===== src/rtl/cpu.sv =====
`default_nettype none
// ============================================================================
// Module      : cpu
// Description : Minimal 8051-style accumulator CPU core. It fetches opcodes
//               and optional operand bytes over a read-only 8-bit program bus
//               and executes accumulator and carry instructions.
//               Optional feature macro: CPU_IMM_EN enables the two-byte
//               opcodes MOV A,#d (0x74), ADD A,#d (0x24) and SJMP rel (0x80).
// Revision    : 1.0 - initial release
// ============================================================================
module cpu (
  input  logic       clk,
  input  logic       reset,      // asynchronous, active-low
  inout  wire  [7:0] data_bus,   // sampled only; never driven by the CPU
  output logic [7:0] addr_bus,
  output logic       read_en
);

  typedef enum logic [1:0] {
    S_IDLE  = 2'd0,
    S_FETCH = 2'd1,
    S_OPND  = 2'd2,
    S_EXEC  = 2'd3
  } state_t;

  state_t     state_q, state_d;
  logic [7:0] pc_q, pc_d;
  logic [7:0] ir_q, ir_d;
  logic [7:0] acc_q, acc_d;
  logic       cy_q, cy_d;
  // Address of the most recent bus read, shown on addr_bus while idle/executing
  logic [7:0] addr_hold_q, addr_hold_d;

  // Architectural names used by hierarchical observers and by the logic below
  state_t     state;
  logic [7:0] pc;
  logic [7:0] ir;
  logic [7:0] acc;
  logic       cy;

  assign state = state_q;
  assign pc    = pc_q;
  assign ir    = ir_q;
  assign acc   = acc_q;
  assign cy    = cy_q;

`ifdef CPU_IMM_EN
  logic [7:0] imm_q, imm_d;
  logic [7:0] imm;
  assign imm = imm_q;
`endif

  // State register and architectural registers; reset aborts any instruction
  always_ff @(posedge clk or negedge reset) begin
    if (!reset) begin
      state_q     <= S_IDLE;
      pc_q        <= 8'h00;
      ir_q        <= 8'h00;
      acc_q       <= 8'h00;
      cy_q        <= 1'b0;
      addr_hold_q <= 8'h00;
`ifdef CPU_IMM_EN
      imm_q       <= 8'h00;
`endif
    end else begin
      state_q     <= state_d;
      pc_q        <= pc_d;
      ir_q        <= ir_d;
      acc_q       <= acc_d;
      cy_q        <= cy_d;
      addr_hold_q <= addr_hold_d;
`ifdef CPU_IMM_EN
      imm_q       <= imm_d;
`endif
    end
  end

  // Next-state, bus outputs and instruction execution
  always_comb begin
    state_d     = state;
    pc_d        = pc;
    ir_d        = ir;
    acc_d       = acc;
    cy_d        = cy;
    addr_hold_d = addr_hold_q;
`ifdef CPU_IMM_EN
    imm_d       = imm;
`endif
    read_en     = 1'b0;
    addr_bus    = addr_hold_q;

    case (state)
      S_IDLE: begin
        state_d = S_FETCH;
      end

      S_FETCH: begin
        read_en     = 1'b1;
        addr_bus    = pc;
        addr_hold_d = pc;
        ir_d        = data_bus;
        pc_d        = pc + 8'd1;
`ifdef CPU_IMM_EN
        // Operand-bearing opcodes are recognised straight off the bus
        if (data_bus == 8'h74 || data_bus == 8'h24 || data_bus == 8'h80)
          state_d = S_OPND;
        else
          state_d = S_EXEC;
`else
        state_d = S_EXEC;
`endif
      end

`ifdef CPU_IMM_EN
      S_OPND: begin
        read_en     = 1'b1;
        addr_bus    = pc;
        addr_hold_d = pc;
        imm_d       = data_bus;
        pc_d        = pc + 8'd1;
        state_d     = S_EXEC;
      end
`endif

      S_EXEC: begin
        state_d = S_FETCH;
        case (ir)
          8'h04: acc_d = acc + 8'd1;
          8'h14: acc_d = acc - 8'd1;
          8'hE4: acc_d = 8'h00;
          8'hF4: acc_d = ~acc;
          8'h23: acc_d = {acc[6:0], acc[7]};
          8'h03: acc_d = {acc[0], acc[7:1]};
          8'h33: {cy_d, acc_d} = {acc, cy};
          8'h13: {acc_d, cy_d} = {cy, acc};
          8'hC3: cy_d = 1'b0;
          8'hD3: cy_d = 1'b1;
`ifdef CPU_IMM_EN
          8'h74: acc_d = imm;
          8'h24: {cy_d, acc_d} = {1'b0, acc} + {1'b0, imm};
          // pc already points past the operand; 8-bit add equals sign-extended offset
          8'h80: pc_d = pc + imm;
`endif
          default: ; // NOP and all undefined opcodes
        endcase
      end

      default: begin
        state_d = S_IDLE;
      end
    endcase
  end

endmodule
`default_nettype wire


===== config.mk =====
export PLATFORM = sky130hd
export DESIGN_NAME = cpu
export DESIGN_NICKNAME = d
export VERILOG_FILES = /design/src/rtl/cpu.sv
export SDC_FILE = /design/constraint.sdc
export NUM_CORES = 1
export LEC_CHECK = 0
export CORE_MARGIN = 1.5
export CORE_UTILIZATION = 40
export DETAILED_ROUTE_END_ITERATION = 16
export PLACE_DENSITY = 0.72
export SLEW_MARGIN = 20
export SYNTH_ARGS = -nofsm -noshare
export SYNTH_HDL_FRONTEND = slang
export SYNTH_SLANG_ARGS = --single-unit

===== constraint.sdc =====
create_clock -name clk -period 1.6 [get_ports clk]
set_clock_uncertainty 0.2 [all_clocks]
set_input_delay 0.16 -clock clk [delete_from_list [all_inputs] [get_ports clk]]
set_output_delay 0.16 -clock clk [all_outputs]
set_load 0.005 [all_outputs]

==> results by group <==
Drt
  • Total number of vias: about 630
  • WL per Instance: 16.5 um
  • Drt drc: 0
  • First drt pass iteration count: 5
  • Antenna-violating nets left: 0
  • WL final: 2030 um
  • Via density: 5.09
  • 1st-iter DRT viols: 9

Timing
  • Minimum clock period: about 1700 ps
  • Actual transition at the worst max-transition pin: approximately 240 ps
  • RSZ-0062 raised after global routing: yes
  • Final WS setup: -127 ps
  • FMAX: between 500 and 600 MHz
  • Slew Viols, Final: 0
  • Crit share post-route: 1.08
  • Final setup viols: 9
  • Hold Slack: around 290 ps
  • Endpoints left unconstrained: 8
  • Relative slew slack: 0.840
  • Final hold vios: 0

Synth
  • Leading area contributor after synthesis: dfrtp_1
  • YS warnings: 0
  • Synth area leaders: dfrtp_1 64%, nand2_1 15%, xnor2_1 8.7%
  • Seq cells post-synth: 18
  • Syn_nets: 77
  • Yosys cell types: 10
  • Mapped Avg Cell Area: approximately 11 um^2
  • Synth top area share: 0.639
  • Seq/Total Area, Yosys: 0.639
  • Cell Area, Synth: slightly above 700 um^2
  • Syn Inst Count: 66

Critical path
  • Worst R2R Path Depth: 8
  • R2R setup slack: approximately 10 ps
  • Worst R2R End: addr_hold_q[2]
  • RR Startpoint: state[0]
  • Critical path launch point type: flop
  • Crit path cell chain: nand2b_4 > clkinvlp_4 > buf_6 > nand2_2 > nand2_2 > buf_2
  • Crit path top cell by count: nand2_2
  • Crit path max-delay cell type: dfrtp_1
  • Worst-path fanout max: 4
  • Max incr delay on CP: 430 ps
  • WS Path Type: flop to output port
  • Crit end category: output port
  • Req. time, crit path: ~1200 ps
  • Critical Path AT: roughly 1400 ps

Power
  • Total Power: between 0.7 and 0.8 mW
  • Internal cell power: approximately 0.6 mW
  • Peak supply drop: about 0.43 mV
  • Pwr dens: 649 nW/um^2
  • Comb power frac: 0.020
  • Leakage: a little over 0.6 nW
  • Clock share of power: 0.379
  • Sw Share: 0.208
  • Sw power: between 0.15 and 0.2 mW
  • Reg power frac: 0.601

Layout
  • Finished Layout Cells: 123
  • Area of the multi-input gates: ~330 um^2
  • # nets final: 119
  • Final core occ: 0.739
  • Layout cells sized above 1: 0.570
  • Area growth syn-to-layout: 65.4%
  • FF/Latch Area: ~450 um^2
  • Commonest non-fill, non-tap cells in the layout: 21 x buf_4, 18 x dfrtp_1, 12 x nand2_1, 10 x nand2_2
  • # fillers: 94
  • # diodes: 0
  • Commonest non-fill, non-tap cell in the layout: buf_4

Run status
  • Status: finished with violations
  • Failing checks: negative setup slack

Clocking
  • Clk_lat worst skew: 300 ps
  • Clock Sinks: 18
  • Clock buffer depth: 2
  • TritonCTS clock tree: built
  • Clk slew on worst S/H paths: between 100 and 150 ps
  • CTS Buf Count: 3
  • CTS H-tree lvls: 1
  • Root buffer cell: clkbuf_4

Die
  • Starting Density: 0.447
  • DIE WIDTH: about 45 um
  • Ports: 19
  • Die height: between 40 and 50 um
  • Core Footprint: ~1600 um^2
  • Die ar.: 2020 um^2
  • Row count: 14

Flow run
  • Max-capacitance violation count: 0

Placed design
  • DP Wirelength: 902 um
  • Port bufs: 10
  • Placer Congestion: between 0.6 and 0.7
  • Dpl cells: 99
  • Worst slack, placed: -110 ps

Global route
  • Initial antenna violation count: 0
  • Vias in the first global route: around 640
  • Global-route wire length before repair: slightly below 3000 um
  • Overflow left after global routing: 0
  • Largest net degree at the start of global routing: 19
  • Total Routing Usage GR: 0.208

Min path
  • Worst min-delay path class: flop to flop
  • Hold Path Cell Cnt: 2
  • Hold EP: addr_hold_q[6]
  • Hold wc startpoint: addr_hold_q[6]
-- area by class of cell --
type / count / area share
sequential: 18 / 0.387
multi-input combinational: 45 / 0.279
timing repair buffer: 38 / 0.274
clock buffer: 4 / 0.0311
tap: 16 / 0.0172
timing repair inverter: 1 / 0.00644
inverter: 1 / 0.00537
-- kinds of logic after synthesis --
group	Yosys count	share of synthesized area
and+or+nand+nor	37	0.236
adders and majority gates	1	0.0178
xor gates and xnor gates	7	0.0870
buffers and inverters	3	0.0195
DFF	18	0.639
-- worst max path at each step --
stage,from,end,slack (ps)
floorplan,state[1],addr_bus[0],350
global placement,state[1],addr_bus[4],-90
detailed placement,state[1],addr_bus[7],-110
CTS,state[1],addr_bus[5],-130
global route,state[0],addr_bus[2],-170
finish,state[0],addr_bus[2],-130
-- through the flow --
step / cell area [um^2] / setup TNS [ps]
4_1_cts: 1100 / -822
3_3_place_gp: 882 / -727
2_1_floorplan: 704 / 0
5_1_grt: 1160 / -1190
6_report: 1160 / -655
3_5_place_dp: 882 / -928
-- worst max-delay path: cells and delay by family, from the launching register on --
| family | cells | cell delay (ps) |
|---|---|---|
| and+or+nand+nor | 3 | 270 |
| buffers and inverters | 3 | 360 |
| DFF | 1 | 430 |
-- state kept, by name (all words and copies together), names as in the netlist --
signal / flops
addr_hold_q: 8
state: 2
pc: 8
-- cell usage after synthesis (all sizes together) --
| cell type | instances |
|---|---|
| nand2 | 29 |
| xnor2 | 7 |
| and3 | 1 |
| buf | 2 |
| nand2b | 2 |
| ha | 1 |
| nand4 | 4 |
| dfrtp | 18 |
| and4b | 1 |
| inv | 1 |
-- layer usage --
layer	up-vias	wire length, um	track usage
li1	293	-	-
met1	302	810	0.256
met2	23	1090	0.354
met3	8	55	0.0240
met4	0	74	0.112
met5	-	0	0
-- what timing repair did --
item / 4_1_cts / 5_1_grt
hold endpoints to repair: 18 / 0
gates cloned: 2 / 0
gates resized for setup: 59 / 14
pin swaps: 15 / 3
setup endpoints to repair: 9 / 14
setup buffers: 15 / 3
hold buffers: 1 / 0
-- power by group through the flow --
stage               combinational, mW  clock, mW  sequential, mW
floorplan                 0.000000129          0           0.464
detailed placement             0.0131          0           0.464
global route                   0.0174      0.314           0.455
finish                         0.0153      0.286           0.455
global placement               0.0128          0           0.464
CTS                            0.0151      0.285           0.455
Note: power is estimated with default switching activity, not from simulation.
